`src/rtl/instr_fetch_unit_if.sv`:
```
// Fetch unit bus: instruction-memory request/response plus
// the instruction valid/accept handshake toward the core.
interface instr_fetch_unit_if #(
  parameter int XLEN = 32
);
  logic            ImemReq;
  logic [XLEN-1:0] ImemAddr;
  logic            ImemValid;
  logic [31:0]     ImemRdata;
  logic [31:0]     Instr;
  logic [6:0]      OpCode;
  logic [XLEN-1:0] Pc;
  logic            InstrValid;
  logic            InstrAccept;
  logic            Branch;
  logic            Zero;
  logic [XLEN-1:0] ImmB;
  logic            MisalignErr;

  modport master (
    output ImemReq,
    output ImemAddr,
    input  ImemValid,
    input  ImemRdata,
    output Instr,
    output OpCode,
    output Pc,
    output InstrValid,
    input  InstrAccept,
    input  Branch,
    input  Zero,
    input  ImmB,
    output MisalignErr
  );

  modport slave (
    input  ImemReq,
    input  ImemAddr,
    output ImemValid,
    output ImemRdata,
    input  Instr,
    input  OpCode,
    input  Pc,
    input  InstrValid,
    output InstrAccept,
    output Branch,
    output Zero,
    output ImmB,
    input  MisalignErr
  );
endinterface

```
`src/rtl/instr_fetch_unit.sv`:
```
// Multicycle RV32 fetch unit: FETCH -> WAIT -> ISSUE per word,
// next PC sequential or branch target, sticky misalign trap.
module instr_fetch_unit #(
  parameter int              XLEN     = 32,
  parameter logic [XLEN-1:0] RESET_PC = '0
) (
  input logic               clk,
  input logic               rst_n,
  instr_fetch_unit_if.master bus
);

  typedef enum logic [1:0] {
    FETCH,
    WAIT,
    ISSUE,
    ERROR
  } state_t;

  state_t          state_q;
  state_t          state_d;
  logic [XLEN-1:0] pc_q;
  logic [XLEN-1:0] pc_d;
  logic [31:0]     instr_q;
  logic [31:0]     instr_d;
  logic            valid_q;
  logic            valid_d;
  logic            req_q;
  logic            req_d;
  logic            err_q;
  logic            err_d;

  logic            accept;
  logic            fill;
  logic            taken;
  logic [XLEN-1:0] target;
  logic            misalign;

  assign accept   = (state_q == ISSUE) && bus.InstrAccept;
  assign fill     = (state_q == WAIT) && bus.ImemValid;
  assign taken    = bus.Branch & bus.Zero;
  assign target   = taken ? pc_q + bus.ImmB
                          : pc_q + XLEN'(4);
  assign misalign = |target[1:0];

  always_ff @(posedge clk) begin
    if (!rst_n) begin
      state_q <= FETCH;
      pc_q    <= RESET_PC;
      instr_q <= '0;
      valid_q <= 1'b0;
      req_q   <= 1'b0;
      err_q   <= 1'b0;
    end else begin
      state_q <= state_d;
      pc_q    <= pc_d;
      instr_q <= instr_d;
      valid_q <= valid_d;
      req_q   <= req_d;
      err_q   <= err_d;
    end
  end

  // FETCH lingers one cycle with req low after reset so the
  // registered request pulse always lasts exactly one cycle.
  always_comb begin
    state_d = state_q;
    unique case (state_q)
      FETCH: if (req_q) state_d = WAIT;
      WAIT:  if (bus.ImemValid) state_d = ISSUE;
      ISSUE: begin
        if (bus.InstrAccept)
          state_d = misalign ? ERROR : FETCH;
      end
      ERROR: state_d = ERROR;
    endcase
  end

  always_comb begin
    req_d   = (state_d == FETCH);
    pc_d    = pc_q;
    instr_d = instr_q;
    valid_d = valid_q;
    err_d   = err_q;
    unique case (1'b1)
      fill: begin
        instr_d = bus.ImemRdata;
        valid_d = 1'b1;
      end
      accept: begin
        valid_d = 1'b0;
        if (misalign) err_d = 1'b1;
        else          pc_d  = target;
      end
      default: ;
    endcase
  end

  assign bus.ImemReq     = req_q;
  assign bus.ImemAddr    = pc_q;
  assign bus.Pc          = pc_q;
  assign bus.Instr       = instr_q;
  assign bus.OpCode      = instr_q[6:0];
  assign bus.InstrValid  = valid_q;
  assign bus.MisalignErr = err_q;

endmodule

```
`src/flat_wrapper.sv`:
```
// flat-port wrapper written by rule: the top's interface ports become plain ports
module instr_fetch_unit_flat 
#(
  parameter int              XLEN     = 32,
  parameter logic [XLEN-1:0] RESET_PC = '0
)
  (clk, rst_n, bus_ImemReq, bus_ImemAddr, bus_ImemValid, bus_ImemRdata, bus_Instr, bus_OpCode, bus_Pc, bus_InstrValid, bus_InstrAccept, bus_Branch, bus_Zero, bus_ImmB, bus_MisalignErr);
  instr_fetch_unit_if #(.XLEN(XLEN)) bus_i ();
  input logic clk;
  input logic rst_n;
  output wire logic [$bits(bus_i.ImemReq)-1:0] bus_ImemReq;
  output wire logic [$bits(bus_i.ImemAddr)-1:0] bus_ImemAddr;
  input wire logic [$bits(bus_i.ImemValid)-1:0] bus_ImemValid;
  input wire logic [$bits(bus_i.ImemRdata)-1:0] bus_ImemRdata;
  output wire logic [$bits(bus_i.Instr)-1:0] bus_Instr;
  output wire logic [$bits(bus_i.OpCode)-1:0] bus_OpCode;
  output wire logic [$bits(bus_i.Pc)-1:0] bus_Pc;
  output wire logic [$bits(bus_i.InstrValid)-1:0] bus_InstrValid;
  input wire logic [$bits(bus_i.InstrAccept)-1:0] bus_InstrAccept;
  input wire logic [$bits(bus_i.Branch)-1:0] bus_Branch;
  input wire logic [$bits(bus_i.Zero)-1:0] bus_Zero;
  input wire logic [$bits(bus_i.ImmB)-1:0] bus_ImmB;
  output wire logic [$bits(bus_i.MisalignErr)-1:0] bus_MisalignErr;
  assign bus_ImemReq = bus_i.ImemReq;
  assign bus_ImemAddr = bus_i.ImemAddr;
  assign bus_i.ImemValid = bus_ImemValid;
  assign bus_i.ImemRdata = bus_ImemRdata;
  assign bus_Instr = bus_i.Instr;
  assign bus_OpCode = bus_i.OpCode;
  assign bus_Pc = bus_i.Pc;
  assign bus_InstrValid = bus_i.InstrValid;
  assign bus_i.InstrAccept = bus_InstrAccept;
  assign bus_i.Branch = bus_Branch;
  assign bus_i.Zero = bus_Zero;
  assign bus_i.ImmB = bus_ImmB;
  assign bus_MisalignErr = bus_i.MisalignErr;
  instr_fetch_unit #(.XLEN(XLEN), .RESET_PC(RESET_PC)) u_core (.clk(clk), .rst_n(rst_n), .bus(bus_i));
endmodule
```
`config.mk`:
```
export PLATFORM = sky130hd
export DESIGN_NAME = instr_fetch_unit_flat
export DESIGN_NICKNAME = d
export VERILOG_FILES = /design/src/rtl/instr_fetch_unit_if.sv /design/src/rtl/instr_fetch_unit.sv /design/src/flat_wrapper.sv
export SDC_FILE = /design/constraint.sdc
export NUM_CORES = 1
export LEC_CHECK = 0
export BUFFER_PORTS_ARGS = -buffer_cell sky130_fd_sc_hd__buf_2
export CORE_UTILIZATION = 51
export DETAILED_ROUTE_END_ITERATION = 8
export PLACE_DENSITY = 0.82
export SYNTH_ARGS = -nofsm -noshare
export SYNTH_HDL_FRONTEND = slang
export SYNTH_SLANG_ARGS = --single-unit
export TNS_END_PERCENT = 5
```
`constraint.sdc`:
```
create_clock -name clk -period 3.4 [get_ports clk]
set_input_delay 0.34 -clock clk [delete_from_list [all_inputs] [get_ports clk]]
set_output_delay 0.34 -clock clk [all_outputs]
set_load 0.01 [all_outputs]
```
==> impl_metrics.py <==
metrics = {
    "global_routing": {
        "grt_use_total_pct": 26.93,
        "grt_pass1_vias": 4835,
        "antenna_found_initial": 0,
        "grt_pass1_wl_um": 22200,
        "grt_max_degree": 34,
        "overflow": 0,
    },
    "clock_network": {
        "clkTransAtPathRegs_ps": 80,
        "clock_path_buffers": 2,
        "htreeDepth": 3,
        "clock_sinks": 69,
        "cts_hold_buf": 0,
        "post-cts-setup-buffer-count": 0,
        "cts_made_buffers": 9,
        "tritoncts": "done",
        "clock-root-buffer": "clkbuf_8",
        "insertion_delay_ps": 350,
    },
    "synthesis": {
        "synthFlopType": "dfxtp_1",
        "synth_nets": 777,
        "synth-edff-count": 0,
        "netlist_instances": 674,
        "synthAdderAreaFrac_pct": 8.487,
        "synth_compound_area_share_pct": 27.91,
        "synth.distinct_cells": 57,
        "async_flop_share_pct": 0,
        "synth.area.mux_share_pct": 0.2021,
        "synth_area_um2": 4954,
        "ys_ff_latch": 69,
        "post_synth_and_or_nand_nor_area_fraction_pct": 20.86,
        "synth_xor_area_share_pct": 4.774,
        "syn-mean-instance-area_um2": 7.349,
        "yosysWarnings": 0,
        "ys_seq_area_share_pct": 27.89,
        "synth_top_family_by_area": "compound AO/OA/AOI/OAI gates",
    },
    "route": {
        "dr.first_iter.drc_count": 309,
        "ant_nets": 0,
        "drc_errors": 0,
        "drt_pass1_iterations": 5,
        "drt-wirelength-per-cell_um": 14.88,
        "vias": 5404,
        "wirelength_um": 13930,
        "vias_per_cell": 5.774,
    },
    "timing": {
        "rsz0062_at_grt": "no",
        "setup_tns_ps": 0,
        "hold_viol": 0,
        "slew_viol_final": 0,
        "setup_ws_ps": 172.5,
        "relSlewSlack_pct": 29.25,
        "finClkSkew_ps": 17.55,
        "setup_violations": 0,
        "period_share_pct": 94.93,
        "fmax_mhz": 309.8,
        "tightest_slew_ps": 1061,
        "min_period_ps": 3228,
    },
    "final_layout": {
        "area_growth_pct": 20.01,
        "fill_cells": 855,
        "layout.nets": 905,
        "postLayoutCellArea_um2": 5944,
        "final_common_cell": "buf_2",
        "num_antenna_cells": 0,
        "fin_util_pct": 63.73,
        "drive_gt1_share_pct": 27.39,
        "final_cell_mix": "175 x buf_2, 109 x nand2_1, 103 x a21oi_1, 69 x dfxtp_1, 49 x o21ai_0",
        "final_cells": 936,
    },
    "power": {
        "pwr-share-seq_pct": 42.8,
        "total_switching_power_uw": 559.1,
        "swShare_pct": 27.62,
        "powerDensity_nw_per_um2": 340.5,
        "vdd_ir_drop_max_v": 0.0002627,
        "p_int_mw": 1.465,
        "p_leak_nw": 2.850,
        "p_comb_share_pct": 16.2,
        "p_clk_share_pct": 41.0,
    },
    "place": {
        "gp_congestion": 0.9473,
        "place_area_um2": 5694,
        "numPlacedInstances": 920,
        "place.port_buffers": 175,
        "pre_cts_slack_ps": 83.96,
        "dp_hpwl_um": 10300,
    },
    "die": {
        "fp.dieArea_um2": 10110,
        "fp.dieH_um": 100.6,
        "die_x_um": 100.6,
        "core_um2": 9328,
        "initial_utilization_pct": 53.11,
        "ioPinCount": 176,
        "rows": 35,
    },
    "min_path": {
        "hp-class": "input pin to register",
    },
    "run_status": {
        "status": "completed",
    },
    "worst_setup_path": {
        "critPathMaxFanout": 7,
        "required_ps": 3640,
        "cp.arrival_ps": 3470,
        "cp-start-kind": "register",
        "worstSetupEndpointType": "register",
        "crit_type": "register to register",
    },
    "run": {
        "maxCapViolCount": 0,
    },
}
## worst paths after layout
kind                                  end  slack [ps]  cells after the start                   start
setup reg to reg  u_core.bus.ImemAddr[31]         170                     10  u_core.bus.ImemAddr[1]
hold reg to reg      u_core.bus.Instr[20]         460                      2    u_core.bus.Instr[20]
hold / removal       u_core.bus.Instr[31]         230                      3       bus_ImemRdata[31]
setup / recovery  u_core.bus.ImemAddr[31]         170                     10  u_core.bus.ImemAddr[1]
## per-layer routing
metal	part of all wire (%)	global-route usage [%]	routed length, µm	vias to the layer above
met2	46	44.63	6394	247
li1	-	-	-	2629
met1	45	34.69	6294	2504
met4	1.8	11.82	255	0
met3	7.1	4.092	986	24
met5	0	0	0	-
## registers in the layout, indices dropped and copies added (netlist names)
signal and count:
u_core.bus.ImemAddr 32, u_core.bus.ImemReq 1, u_core.bus.Instr 32, u_core.bus.InstrValid 1
u_core.bus.MisalignErr 1, u_core.state_q 2
## power by group through the flow
stage	sequential, mW	clock [mW]	combinational, mW
2_1_floorplan	0.897	0	0.196
3_3_place_gp	0.882	0	0.318
3_5_place_dp	0.885	0	0.324
4_1_cts	0.866	0.847	0.326
5_1_grt	0.870	0.880	0.364
6_report	0.866	0.830	0.327
## cells in the mapped netlist (all sizes together), types with 4 or more instances
cell    number  area (µm²)
a21o        18       137.6
a21oi      104       524.3
a221oi       4       52.56
a31oi        6       37.54
and2         4       25.02
and3        11       68.82
and4         6       52.55
buf         40       297.8
clkbuf      35       131.4
dfxtp       69        1381
ha          32       400.4
inv         15       56.30
nand2      109       409.1
nand3       22       110.1
nand4       10       62.56
nor2        39       146.4
nor3        10       50.05
o21ai       51       259.0
o21bai       4       30.03
o221ai       5       50.04
o22ai        4       25.02
o31ai        5       37.54
xnor2       16       140.1
xor2        11       96.34
## per-stage QoR
stage | hold slack [ps] | total power [mW]
after floorplan | 469.6 | 1.093
after detailed placement | 445.8 | 1.209
final | 231.2 | 2.024
after global placement | 434.7 | 1.200
after global routing | 221.9 | 2.114
after CTS | 214.3 | 2.039
## critical path, stage by stage (launching register included)
cell       delay (ps)
dfxtp_1           460
ha_1              300
a211o_1           330
a2111oi_4         450
o221ai_2          220
a21oi_2           260
o21ai_2           110
a221oi_4          320
nor4_1            110
or4_1             390
and3_1            180
## cell families (layout without fill, tap and decap cells)
logic type | Yosys count | count (layout)
buffers and inverters | 91 | 224
AO/OA/AOI/OAI | 226 | 226
AND/OR/NAND/NOR | 227 | 227
XOR/XNOR | 27 | 27
flip-flops | 69 | 69
multiplexers | 1 | 1
adder cells (fa/ha/maj) | 33 | 33
## final cells by class
type / instances / area, µm² / share of cell area (%)
tap: 129 / 161.4 / 2.715
clock inverter: 7 / 121.4 / 2.042
inverter: 16 / 60.06 / 1.010
timing repair buffer: 192 / 1003 / 16.88
sequential: 69 / 1381 / 23.24
multi-input combinational: 514 / 3093 / 52.03
clock buffer: 9 / 123.9 / 2.084
## what timing repair did
| action | in CTS | in global routing |
|---|---|---|
| endpoints found under the hold margin | 0 | 0 |
| endpoints found under the setup margin | 0 | 1 |
| gates resized for setup | 0 | 1 |
Note: power is estimated with default switching activity, not from simulation.
